===== config.mk =====
export PLATFORM = sky130hd
export DESIGN_NAME = i2c_slave_receiver
export DESIGN_NICKNAME = d
export VERILOG_FILES = /design/src/rtl/i2c_pkg.sv /design/src/rtl/i2c_sync_edge.sv /design/src/rtl/i2c_slave_receiver.sv
export SDC_FILE = /design/constraint.sdc
export NUM_CORES = 1
export LEC_CHECK = 0
export CORE_ASPECT_RATIO = 0.8
export CORE_MARGIN = 4
export CORE_UTILIZATION = 55
export DETAILED_ROUTE_END_ITERATION = 8
export PLACE_DENSITY = 0.76
export RECOVER_POWER = 50
export SETUP_SLACK_MARGIN = 0.02
export SLEW_MARGIN = 5
export SYNTH_ARGS = -nofsm -noshare
export SYNTH_HDL_FRONTEND = slang
export SYNTH_SLANG_ARGS = --single-unit

===== constraint.sdc =====
create_clock -name i_clk -period 2.3 [get_ports i_clk]
set_clock_uncertainty 0.15 [all_clocks]
set_input_delay 0.46 -clock i_clk [delete_from_list [all_inputs] [get_ports i_clk]]
set_output_delay 0.46 -clock i_clk [all_outputs]
set_load 0.01 [all_outputs]

===== src/rtl/i2c_pkg.sv =====
// rtl/i2c_pkg.sv - shared I2C receiver/sender state encoding and address default
package i2c_pkg;

    typedef enum logic [1:0] {
        ST_IDLE,
        ST_RECV,
        ST_ACK,
        ST_IGNORE
    } i2c_state_e;

    localparam logic [6:0] I2C_DEFAULT_ADDR = 7'h1A;

endpackage


===== src/rtl/i2c_sync_edge.sv =====
// rtl/i2c_sync_edge.sv - two-flop synchronizer with rise/fall detect for one bus line
module i2c_sync_edge (
    input  logic i_clk,
    input  logic i_rst,
    input  logic i_pin,
    output logic o_level,
    output logic o_rise,
    output logic o_fall
);

    logic meta_q, sync_q, prev_q;
    logic meta_d, sync_d, prev_d;

    always_comb begin
        meta_d = i_pin;
        sync_d = meta_q;
        prev_d = sync_q;
    end

    // Preset high so a released bus produces no edge when reset lifts.
    always_ff @(posedge i_clk or negedge i_rst) begin
        if (!i_rst) begin
            meta_q <= 1'b1;
            sync_q <= 1'b1;
            prev_q <= 1'b1;
        end else begin
            meta_q <= meta_d;
            sync_q <= sync_d;
            prev_q <= prev_d;
        end
    end

    assign o_level = sync_q;
    assign o_rise  = sync_q & ~prev_q;
    assign o_fall  = ~sync_q & prev_q;

endmodule


===== src/rtl/i2c_slave_receiver.sv =====
// rtl/i2c_slave_receiver.sv - I2C slave that ACKs and collects a fixed-length frame
module i2c_slave_receiver
    import i2c_pkg::*;
#(
    parameter int         BYTE = 3,
    parameter logic [6:0] ADDR = I2C_DEFAULT_ADDR
) (
    input  logic              i_clk,
    input  logic              i_rst,
    input  logic              i_sclk,
    input  logic              i_sdat,
    output logic              o_sdat_oe,
    output logic [8*BYTE-1:0] o_dat,
    output logic              o_valid,
    output logic              o_busy,
    output logic              o_err
);

    localparam int            FW        = 8 * BYTE;
    localparam int            CW        = $clog2(BYTE + 1);
    localparam logic [CW-1:0] LAST_BYTE = CW'(BYTE - 1);

    logic scl_level, scl_rise, scl_fall;
    logic sda_level, sda_rise, sda_fall;
    logic start_ev, stop_ev, byte_ok, last_byte;

    i2c_state_e    state_q, state_d;
    logic [2:0]    bit_cnt_q, bit_cnt_d;
    logic [CW-1:0] byte_cnt_q, byte_cnt_d;
    logic          byte_done_q, byte_done_d;
    logic [FW-1:0] frame_q, frame_d;
    logic [FW-1:0] dat_q, dat_d;
    logic          sdat_oe_q, sdat_oe_d;
    logic          valid_q, valid_d;
    logic          busy_q, busy_d;
    logic          err_q, err_d;

    i2c_sync_edge u_scl (
        .i_clk  (i_clk),
        .i_rst  (i_rst),
        .i_pin  (i_sclk),
        .o_level(scl_level),
        .o_rise (scl_rise),
        .o_fall (scl_fall)
    );

    i2c_sync_edge u_sda (
        .i_clk  (i_clk),
        .i_rst  (i_rst),
        .i_pin  (i_sdat),
        .o_level(sda_level),
        .o_rise (sda_rise),
        .o_fall (sda_fall)
    );

    assign start_ev  = sda_fall & scl_level;
    assign stop_ev   = sda_rise & scl_level;
    assign last_byte = (byte_cnt_q == LAST_BYTE);
    assign byte_ok   = (byte_cnt_q == '0) ? (frame_q[7:1] == ADDR)
                                          : (byte_cnt_q <= LAST_BYTE);

    always_ff @(posedge i_clk or negedge i_rst) begin
        if (!i_rst) begin
            state_q <= ST_IDLE;
        end else begin
            state_q <= state_d;
        end
    end

    always_comb begin
        state_d = state_q;
        if (start_ev) begin
            state_d = ST_RECV;
        end else if (stop_ev) begin
            state_d = ST_IDLE;
        end else begin
            case (state_q)
                ST_RECV: if (scl_fall && byte_done_q) state_d = byte_ok ? ST_ACK : ST_IGNORE;
                ST_ACK:  if (scl_fall) state_d = last_byte ? ST_IGNORE : ST_RECV;
                default: state_d = state_q;
            endcase
        end
    end

    always_comb begin
        bit_cnt_d   = bit_cnt_q;
        byte_cnt_d  = byte_cnt_q;
        byte_done_d = byte_done_q;
        frame_d     = frame_q;
        dat_d       = dat_q;
        valid_d     = 1'b0;
        err_d       = 1'b0;
        busy_d      = busy_q;
        if (start_ev) begin
            bit_cnt_d   = '0;
            byte_cnt_d  = '0;
            byte_done_d = 1'b0;
            busy_d      = 1'b1;
        end else if (stop_ev) begin
            byte_done_d = 1'b0;
            busy_d      = 1'b0;
            err_d       = (state_q == ST_RECV) || (state_q == ST_ACK);
        end else begin
            case (state_q)
                ST_RECV: begin
                    // The 3-bit counter rolls to 0 on the 8th bit, ready for the next byte.
                    if (scl_rise) begin
                        frame_d     = {frame_q[FW-2:0], sda_level};
                        bit_cnt_d   = bit_cnt_q + 3'd1;
                        byte_done_d = (bit_cnt_q == 3'd7);
                    end else if (scl_fall && byte_done_q) begin
                        byte_done_d = 1'b0;
                    end
                end
                ST_ACK: begin
                    if (scl_fall) begin
                        byte_cnt_d = byte_cnt_q + CW'(1);
                        if (last_byte) begin
                            dat_d   = frame_q;
                            valid_d = 1'b1;
                        end
                    end
                end
                default: ;
            endcase
        end
        sdat_oe_d = (state_d == ST_ACK);
    end

    always_ff @(posedge i_clk or negedge i_rst) begin
        if (!i_rst) begin
            bit_cnt_q   <= '0;
            byte_cnt_q  <= '0;
            byte_done_q <= 1'b0;
            frame_q     <= '0;
            dat_q       <= '0;
            sdat_oe_q   <= 1'b0;
            valid_q     <= 1'b0;
            busy_q      <= 1'b0;
            err_q       <= 1'b0;
        end else begin
            bit_cnt_q   <= bit_cnt_d;
            byte_cnt_q  <= byte_cnt_d;
            byte_done_q <= byte_done_d;
            frame_q     <= frame_d;
            dat_q       <= dat_d;
            sdat_oe_q   <= sdat_oe_d;
            valid_q     <= valid_d;
            busy_q      <= busy_d;
            err_q       <= err_d;
        end
    end

    assign o_sdat_oe = sdat_oe_q;
    assign o_dat     = dat_q;
    assign o_valid   = valid_q;
    assign o_busy    = busy_q;
    assign o_err     = err_q;

endmodule


After elaboration in Yosys (flattened, before gate mapping):

Cells that the tools add are included.

* $add $sub $neg: 2
* equal/unequal tests: 7
* $lt $le $gt $ge: 1
* mux-type cells: 30
* reduce and logical (&&, ||, !) cells: 15
* bitwise gates (word level): 12

Operators with widths (count)
* 2-to-1 mux 2 bit: 9
* 2-to-1 mux 1 bit: 16
* 2-to-1 mux 3 bit: 4
* nonzero test 2 bit: 5
* equality test 7 x 5 -> 1 bit, second input constant: 1
* AND 1 bit: 6
* equality test 2 bit, second input constant: 3
* inverter 1 bit: 6
* AND reduction 3 bit: 2
* AND reduction 5 bit: 1
* case mux 2 bit (2 select lines): 1
* AND reduction 4 bit: 1
* nonzero test 4 bit: 1
* adder 3 x 1 -> 3 bit, second input constant: 1
* equality test 3 bit, second input constant: 1
* nonzero test 3 bit: 1
* adder 2 x 1 -> 2 bit, second input constant: 1
* equality test 2 x 1 -> 1 bit, second input constant: 1
* <= comparator 2 bit, second input constant: 1
* zero test 2 bit: 1
* != test 2 bit, second input constant: 1
* AND reduction 2 bit: 1
* logical AND 1 bit: 1
* logical OR 1 bit: 1

* bits of input ports: 4
* word-level logic and storage cells: 83
* register bits after elaboration: 66

Logic depth before layout (Yosys ltp):

* word-level depth: 8
* mapped depth: 7
* gate-level depth less buffers: 6

Cells and area by module:

Synthesis repeated with hierarchy kept, for this count alone.

* cell total of the unflattened synthesis: 180
* area, all modules: 2673.8 µm²

Modules (own cells, without submodules)
* i2c_slave_receiver: seq. area each 1501.4 µm², area each 2486.1 µm², instances 1, cells each 170
* i2c_sync_edge: seq. area each 78.8 µm², area each 93.8 µm², instances 2, cells each 5

Worst setup path before layout:

Ideal clock, no wire load.

* kind: reg-to-reg
* start point: register state_q[1]
* end point: register frame_q[10]
* data arrival time: 1.570 ns
* setup time: 0.125 ns
* setup slack: 0.455 ns
* cell stages (with the launch flop): 7
* cell sequence: dfrtp_1 -> inv_1 -> ha_1 -> nor2b_1 -> and3_4 -> buf_6 -> mux2_4

* longest elaborated chain between the ends: 2

Ends and longest elaborated chain
* start, declared: RTL line i2c_slave_receiver.sv:27 `i2c_state_e state_q, state_d;`
* start signal, assigned: RTL line i2c_slave_receiver.sv:66 `state_q <= state_d;`
* equality test 2 x 1 -> 1 bit: RTL line i2c_slave_receiver.sv:104 `case (state_q)`
* AND reduction 4 bit (no line)
* end signal, assigned: RTL line i2c_slave_receiver.sv:145 `frame_q <= frame_d;`
* end, declared: RTL line i2c_slave_receiver.sv:31 `logic [FW-1:0] frame_q, frame_d;`

Every way passes these cells.
A chain may end at the register's enable or synchronous reset.

Worst setup path after layout:

* start point: register state_q[1]
* end point: register frame_q[1]

Same word-level chain as after synthesis.

==> metrics.yaml <==
placed_design:
  routabilityCongestion: 0.802
  dp.cells: 314
  place.detailed.hpwl_um: 3050
  pre_cts_slack_ns: 0.189
  place.port_buffers: 31
detailed_routing:
  route.detailed.drc: 0
  drt_iter0_markers: 71
  drt-pass1-iter-count: 6
  avgViaCountPerCell: 5.18
  final_antenna_net_count: 0
  num_vias: 1714
  finalWirelength_um: 4540
  drt-wirelength-per-cell_um: 13.7
sta:
  final_period_minus_worst_setup_slack_ns: 2.13
  slew_at_the_pin_closest_to_its_max_slew_limit_ns: 1.30
  slew_headroom_pct: 13.4
  finalMaxSlewViolations: 0
  setup_slack_ns: 0.168
  final-hold-violation-count: 0
  finalSetupViolCount: 0
  fin_setup_tns_ns: 0
  rsz_0062_raised_after_global_routing: "false"
  timing.fmax_mhz: 469
  final.period_utilization_pct: 92.7
global_routing:
  grt_pass1_wl_um: 7970
  global_route.overflow_total: 0
  grtUsageTotal_pct: 17.1
  groute.layer.met1.usage_pct: 24.2
  gr-usage-met3_pct: 8.85
  maximum_number_of_pins_on_one_net_before_global_route_repair: 45
  grt_antenna_before_repair: 0
  use_met2_pct: 22.8
  busiest_layer: "met1"
  grt_pass1_vias: 1721
clock_network:
  clkSlewWorstSetupHoldPaths_ns: 0.07
  cts-root-to-sink-buffers: 2
  ctsRootBufferMaster: "clkbuf_8"
  clock-sinks: 66
  postCtsSetupBuffers: 0
  cts_max_level: 3
  clock_insertion_delay_worst_skew_ns: 0.33
  tritoncts: "built"
  cts-buffers-inserted: 9
worst_setup_path:
  setup.worst_path.start_class: "register"
  worstSetupPathType: "register to register"
  timing.critical_path.to_type: "register"
  timing.critical_path.arrival_ns: 2.20
  critical_path_peak_fanout: 21
  worst-endpoint-required_ns: 2.37
cells_and_area:
  area_growth_syn_to_layout_pct: 20.4
  fraction_of_final_layout_cells_with_drive_strength_greater_than_1_pct: 17.7
  final_instance_count_without_filler_cells: 331
  nets_final: 277
  diodes: 0
  final.fill_count: 370
synthesis:
  post_synth.cell_area_avg_um2: 11.9
  yosysTopAreaCell: "dfrtp_1"
  synth_sequential_area_ratio_pct: 61.0
  synth_area_leaders: "dfrtp_1, nand2_1, mux2_4"
  dominant_register_cell_in_the_synthesized_netlist: "dfrtp_1"
  syn-instance-count: 228
  synth-warning-count: 0
  async_flop_share_pct: 100
  synth_top_area_share_pct: 55.2
  dominant_cell_by_count_in_the_synthesized_netlist: "nand2_1"
  synth-edff-count: 0
  ys_top_cells_by_count: "nand2_1, dfrtp_1, mux2_4"
  ys_types: 34
  synth_register_bits: 66
  post_synth_instance_area_um2: 2720
  synth_nets: 239
floorplan:
  floorplan_die_width_um: 86.6
  initial_utilization_pct: 58.1
  rows: 22
  die_area_um2: 6140
  io_pins: 32
  die_height_um: 70.9
  floorplan.core_area_um2: 4680
pwr:
  power.leakage_nw: 1.61
  cellInternalPower_mw: 1.89
  switching_share_pct: 25.6
  sequentialPowerShare_pct: 53.5
  power_per_cell_area_nw_per_um2: 777
  pwr-share-clk_pct: 33.7
  comb_power_share_pct: 12.8
  switchingPower_uw: 651
  ir_worst_vdd_uv: 629
status:
  run_status: "completed"
job:
  max-cap-violations: 0
worst_hold_path:
  hold_path.class: "register to register"
[kinds of logic after synthesis]
kind of cell | share of synthesized area (%)
AOI/OAI and AO/OA | 4.60
xor gates and xnor gates | 0.322
adders and majority gates | 3.59
buffers and inverters | 2.76
DFF | 61.0
muxes | 12.7
and+or+nand+nor | 15.0
[final cells by class]
cell class | instances | area, µm² | area share (%)
Clock buffer | 12 | 155 | 4.74
Tap cell | 60 | 75.1 | 2.29
Clock inverter | 4 | 27.5 | 0.841
Multi-Input combinational cell | 147 | 986 | 30.1
Timing Repair Buffer | 34 | 342 | 10.4
Inverter | 8 | 30.0 | 0.917
Sequential cell | 66 | 1660 | 50.7
[critical path, stage by stage (launching register included)]
cell	delay, ns
dfrtp_1	0.38
inv_1	0.09
ha_1	0.25
nor2b_1	0.29
and3_4	0.48
mux2_2	0.38
[final timing paths]
| path | slack (ns) | cells past startpoint | endpoint | from |
|---|---|---|---|---|
| max reg2reg | 0.17 | 5 | frame_q[1] | state_q[1] |
| min in group asynchronous | 0.79 | 2 | o_err | i_rst |
| min reg2reg | 0.21 | 0 | u_sda.o_level | u_sda.meta_q |
| max | 0.17 | 5 | frame_q[1] | state_q[1] |
| max in group asynchronous | 0.38 | 3 | o_dat[12] | i_rst |
| min | 0.21 | 0 | u_sda.o_level | u_sda.meta_q |
[registers in the layout, indices dropped and copies added, names as in the netlist]
name / count
u_scl.o_level: 1
o_valid: 1
u_scl.prev_q: 1
o_busy: 1
o_sdat_oe: 1
state_q: 2
byte_done_q: 1
o_err: 1
o_dat: 24
u_sda.meta_q: 1
u_sda.o_level: 1
frame_q: 24
u_scl.meta_q: 1
bit_cnt_q: 3
byte_cnt_q: 2
u_sda.prev_q: 1
[metal layers]
layer  part of all wire (%)  vias up
met4                   0.77        0
met2                     44       48
met1                     50      827
met3                    5.4        6
met5                      0        -
li1                       -      833
[layout by cell type, fill, tap and decap left out, types with 2 or more instances in the layout]
cell,n
nor4bb_1,2
nor2_1,5
dfstp_1,2
clkdlybuf4s50_1,28
clkbuf_8,11
nand3_1,3
nand2b_1,2
dfstp_2,4
clkbuf_1,2
dlygate4sd3_1,3
clkinvlp_4,3
o211ai_1,2
a21oi_1,2
dfrtp_1,60
mux2_4,17
inv_1,8
nor2b_1,2
a22oi_1,2
nand2_1,76
o21ai_0,3
a22o_1,3
ha_1,7
mux2_2,8
[power by group through the flow]
stage	registers, mW	logic (mW)	clock network, mW
final	1.36	0.326	0.856
after floorplan	1.35	0.264	0
after CTS	1.36	0.330	0.892
after detailed placement	1.38	0.327	0
after global placement	1.37	0.321	0
after global routing	1.38	0.365	0.959
[through the flow]
| step | hold WS, ns | util (%) | cell area, µm² | total power [mW] |
|---|---|---|---|---|
| floorplan | 0.0144 | - | 2720 | 1.61 |
| global placement | 0.196 | 65.9 | 3080 | 1.69 |
| detailed placement | 0.200 | 65.9 | 3080 | 1.71 |
| CTS | 0.210 | 70.0 | 3280 | 2.58 |
| global route | 0.221 | 70.0 | 3270 | 2.70 |
| finish | 0.212 | 70.0 | 3270 | 2.54 |
[repair_timing]
item	in CTS	in global routing
gates resized for setup	0	0
endpoints found under the hold margin	16	0
hold buffers	1	0
No activity file was read; power rests on OpenSTA's default activity.
